===== config.mk =====
export PLATFORM = sky130hd
export DESIGN_NAME = alu_share_arbiter
export DESIGN_NICKNAME = d
export VERILOG_FILES = /design/src/rtl/alu_share_arbiter.sv
export SDC_FILE = /design/constraint.sdc
export NUM_CORES = 1
export LEC_CHECK = 0
export CORE_AREA = 4 4 120 122
export DETAILED_ROUTE_END_ITERATION = 10
export DIE_AREA = 0 0 124 126
export HOLD_SLACK_MARGIN = 0.05
export PLACE_DENSITY = 0.73
export REMOVE_ABC_BUFFERS = 1
export SETUP_SLACK_MARGIN = 0.2
export SYNTH_ARGS = -nofsm -noshare
export SYNTH_HDL_FRONTEND = slang
export SYNTH_SLANG_ARGS = --single-unit

===== constraint.sdc =====
create_clock -name clk -period 1.3 [get_ports clk]
set_input_delay 0.26 -clock clk [delete_from_list [all_inputs] [get_ports clk]]
set_output_delay 0.26 -clock clk [all_outputs]
set_load 0.02 [all_outputs]

===== src/rtl/alu_share_arbiter.sv =====
// alu_share_arbiter: two requesters share one combinational ALU through a 3-state sequencer
module alu_share_arbiter #(
    parameter int WIDTH = 32,
    parameter bit RR_EN = 1'b1
) (
    input  logic             clk,
    input  logic             rst_n,
    input  logic             req0_valid,
    output logic             req0_ready,
    input  logic [3:0]       req0_sel,
    input  logic [WIDTH-1:0] req0_a,
    input  logic [WIDTH-1:0] req0_b,
    input  logic             req1_valid,
    output logic             req1_ready,
    input  logic [3:0]       req1_sel,
    input  logic [WIDTH-1:0] req1_a,
    input  logic [WIDTH-1:0] req1_b,
    output logic [3:0]       alu_sel,
    output logic [WIDTH-1:0] alu_a,
    output logic [WIDTH-1:0] alu_b,
    input  logic [WIDTH-1:0] alu_out,
    output logic             rsp_valid,
    input  logic             rsp_ready,
    output logic [WIDTH-1:0] rsp_data,
    output logic             rsp_id,
    output logic             rsp_err,
    output logic             busy
);
    typedef enum logic [1:0] {IDLE, EXEC, RESP} state_t;

    state_t           state_q, state_d;
    logic             last_grant_q, last_grant_d;
    logic             id_q, id_d;
    logic [3:0]       alu_sel_q, alu_sel_d;
    logic [WIDTH-1:0] alu_a_q, alu_a_d;
    logic [WIDTH-1:0] alu_b_q, alu_b_d;
    logic             rsp_valid_q, rsp_valid_d;
    logic [WIDTH-1:0] rsp_data_q, rsp_data_d;
    logic             rsp_err_q, rsp_err_d;
    logic             grant1;
    logic             accept;
    logic             illegal;

    // Arbitration: req1 wins when alone, or on a tie when req0 was served last
    always_comb begin
        grant1     = req1_valid && (!req0_valid || (RR_EN && !last_grant_q));
        accept     = (state_q == IDLE) && (req0_valid || req1_valid);
        req0_ready = accept && !grant1;
        req1_ready = accept && grant1;
        illegal    = !(alu_sel_q inside {4'b0000, 4'b1000, 4'b0001, 4'b0010, 4'b0011, 4'b0100,
                                         4'b0101, 4'b1101, 4'b0110, 4'b0111, 4'b1111});
    end

    // Sequencer next state: latch winner, capture ALU result, hold response until taken
    always_comb begin
        state_d      = state_q;
        last_grant_d = last_grant_q;
        id_d         = id_q;
        alu_sel_d    = alu_sel_q;
        alu_a_d      = alu_a_q;
        alu_b_d      = alu_b_q;
        rsp_valid_d  = rsp_valid_q;
        rsp_data_d   = rsp_data_q;
        rsp_err_d    = rsp_err_q;
        case (state_q)
            IDLE: if (accept) begin
                alu_sel_d = grant1 ? req1_sel : req0_sel;
                alu_a_d   = grant1 ? req1_a : req0_a;
                alu_b_d   = grant1 ? req1_b : req0_b;
                id_d      = grant1;
                state_d   = EXEC;
            end
            EXEC: begin
                rsp_data_d  = illegal ? '0 : alu_out;
                rsp_err_d   = illegal;
                rsp_valid_d = 1'b1;
                state_d     = RESP;
            end
            RESP: if (rsp_ready) begin
                rsp_valid_d  = 1'b0;
                last_grant_d = id_q;
                state_d      = IDLE;
            end
            default: state_d = IDLE;
        endcase
    end

    // State registers; reset drops any in-flight op and makes req0 win the first tie
    always_ff @(posedge clk) begin
        if (!rst_n) begin
            state_q      <= IDLE;
            last_grant_q <= 1'b1;
            id_q         <= 1'b0;
            alu_sel_q    <= '0;
            alu_a_q      <= '0;
            alu_b_q      <= '0;
            rsp_valid_q  <= 1'b0;
            rsp_data_q   <= '0;
            rsp_err_q    <= 1'b0;
        end else begin
            state_q      <= state_d;
            last_grant_q <= last_grant_d;
            id_q         <= id_d;
            alu_sel_q    <= alu_sel_d;
            alu_a_q      <= alu_a_d;
            alu_b_q      <= alu_b_d;
            rsp_valid_q  <= rsp_valid_d;
            rsp_data_q   <= rsp_data_d;
            rsp_err_q    <= rsp_err_d;
        end
    end

    assign alu_sel   = alu_sel_q;
    assign alu_a     = alu_a_q;
    assign alu_b     = alu_b_q;
    assign rsp_valid = rsp_valid_q;
    assign rsp_data  = rsp_data_q;
    assign rsp_id    = id_q;
    assign rsp_err   = rsp_err_q;
    assign busy      = (state_q != IDLE);
endmodule


==> results.cfg <==
[outcome]
outcome = complete, but fails checks
violations = setup timing

[routing]
vias = 5410
drt_iter0_markers = 402
antenna_left = 0
drc = 0
first_pass_iters = 5
wl_per_cell_um = 20.81
totalWireLength_um = 20340
viasPerCell = 5.537

[yosys]
yosysTopAreaCellShare = 0.4942
yosys-top-cells-area = dfxtp_1 (49%), nand3_1 (16%), a31oi_1 (9.9%), o21ai_0 (8.3%), a22o_1 (6.1%)
synthArstFlopShare = 0
yosysTopAreaCell = dfxtp_1
syn_area_per_cell_um2 = 8.657
ys_types = 29
synth_edf_count = 0
ys_ff_latch = 106
synth_most_common_cell = nand3_1
syn_inst = 496
synth_ff_type = dfxtp_1
yosysSeqAreaShare = 0.4942
yosys_warnings = 0
synth_area_um2 = 4294
netlist_top_cells_count = nand3_1 (136), dfxtp_1 (106), o21ai_0 (71), a31oi_1 (68), clkbuf_1 (45)

[layout]
antenna_cells = 0
fill_cells = 1043
postLayoutCoreUtil = 0.6687
drive_gt1_frac = 0.4307
multi_input_area_um2 = 2185
area_growth_pct = 105.4
layout.cells.non_filler = 977
nets = 969
fin_area_um2 = 8820
seqCellArea_um2 = 2253

[clock_network]
clock-sinks = 106
clock_latency_ns = 0.35
root_buffer = clkbuf_16
cts_tree = done
clk_pin_slew_worst_paths_ns = 0.07
cts_buffer_depth = 2
cts_buffers = 9
h-tree-depth = 3

[timing]
slew_headroom = 0.7235
maxSlewViolCount = 0
fin_tns_setup_ns = -14.04
fin_crit_ns = 1.519
rsz0062_at_grt = true
period_share = 1.168
finClkSkew_ns = 0.006144
setup_viol = 103
max_freq_mhz = 658.5
finalHoldViolCount = 0
timing.final.ws_setup_ns = -0.2186
worst_pin_slew_ns = 0.4148

[critical_path]
critical_path_class = flop to primary output
worstSetupStartpointType = flop
timing.rr.start = state_q[1]
cp_max_fo = 4
reg2regPathDepth = 7
worst_r2r_endpoint = alu_a[6]
reg2reg_slack_ns = -0.20
cp.required_ns = 1.04
end_kind = primary output
arrival_ns = 1.26

[floorplan]
coreArea_um2 = 13190
die_h_um = 126
start_util = 0.3256
rows = 42
fp.dieW_um = 124
ioPinCount = 279
die-area_um2 = 15620

[min_path]
hold_class = flop to flop
hp-start = rsp_data[9]
hold-path-cell-count = 1
holdPathEnd = rsp_data[9]

[global_route]
grt_pass1_vias = 5261
grt_antenna_before_repair = 0
grt_max_degree = 69
grt_usage = 0.2277
grt_pass1_wl_um = 28020
overflow = 0

[place]
portBuffers = 278
place_hpwl_um = 12720
place_congestion = 0.7707
place_area_um2 = 7397
dp_cells = 921

[power]
power_w = 0.009623
leakagePower_nw = 3.405
peakVddDrop_mv = 0.5968
power_density_nw_per_um2 = 1091

[job]
drv_cap = 0
[final cells by class]
type,instances,area share
multi-input cells,330,0.2477
repair buffers,346,0.4388
clock inverters,4,0.002979
flip-flops and latches,106,0.2555
inverters,3,0.002128
clock buffers,12,0.02795
well taps,176,0.02497
[flip-flops by register name (all words and copies together), names as in the netlist]
signal        cells
rsp_err           1
rsp_valid         1
rsp_id            1
alu_a            32
rsp_data         32
alu_b            32
alu_sel           4
last_grant_q      1
state_q           2
[routing by layer]
metal,part of all wire,GRT usage,vias up
met5,0,0,-
met4,0.040,0.1070,0
met3,0.11,0.07444,60
met2,0.49,0.3856,328
met1,0.36,0.2562,2543
li1,-,-,2479
[how the worst max path moves through the flow]
stage / to / cells after the start / slack (ns) / start
6_report: req0_ready / 4 / -0.22 / state_q[1]
3_5_place_dp: alu_b[31] / 6 / -0.68 / req1_valid
3_3_place_gp: req1_ready / 5 / -0.60 / req1_valid
4_1_cts: req0_ready / 4 / -0.23 / state_q[0]
2_1_floorplan: alu_a[0] / 4 / -2.19 / state_q[1]
5_1_grt: alu_a[6] / 7 / -0.30 / state_q[1]
[report_power, final]
part	total, W	switching [W]	leakage (nW)	internal, W
sequential	0.00379	0.000207	0.911	0.00358
clock	0.00258	0.00122	0.133	0.00136
combinational	0.00326	0.00146	2.36	0.00180
total	0.00962	0.00289	3.41	0.00673
[cell families after synthesis]
logic type      share of synthesized area
compound gates                     0.2602
simple gates                       0.1821
flops                              0.4942
buf+inv                           0.06119
mux                              0.002331
[cells in the final DEF, fill, tap and decap left out, drive strengths merged]
cell	count
a31oi	68
nor2	5
a21oi	3
clkinv	2
clkbuf	16
nand2b	2
a211oi	1
nor3	1
nand3b	1
clkinvlp	1
or3b	1
dfxtp	106
or3	1
inv	4
a22o	32
dlygate4sd2	2
a21boi	2
bufbuf	1
nor3b	1
nor2b	1
buf	169
and3	1
nand3	136
o21ai	71
clkdlybuf4s50	170
nand2	2
mux2i	1
[timing repair]
item / in CTS / in global routing
hold endpoints to repair: 0 / 0
gates cloned: 7 / 6
resized for setup: 665 / 174
endpoints found under the setup margin: 211 / 185
hold buffers: 0 / 0
pin swaps: 31 / 51
setup buffers: 11 / 16
[metrics by stage]
stage	hold WS (ns)	setup slack, ns
final	0.4675	-0.2186
after global routing	0.4685	-0.2953
after CTS	0.4569	-0.2265
after detailed placement	0.4540	-0.6793
after global placement	0.4570	-0.6037
after floorplan	0.3219	-2.190
[critical path: stages (launching register included)]
cell and delay, ns:
dfxtp_2 0.34, nor2_4 0.18, buf_6 0.12, and3_4 0.17, buf_6 0.11
Note: power is estimated with default switching activity, not from simulation.
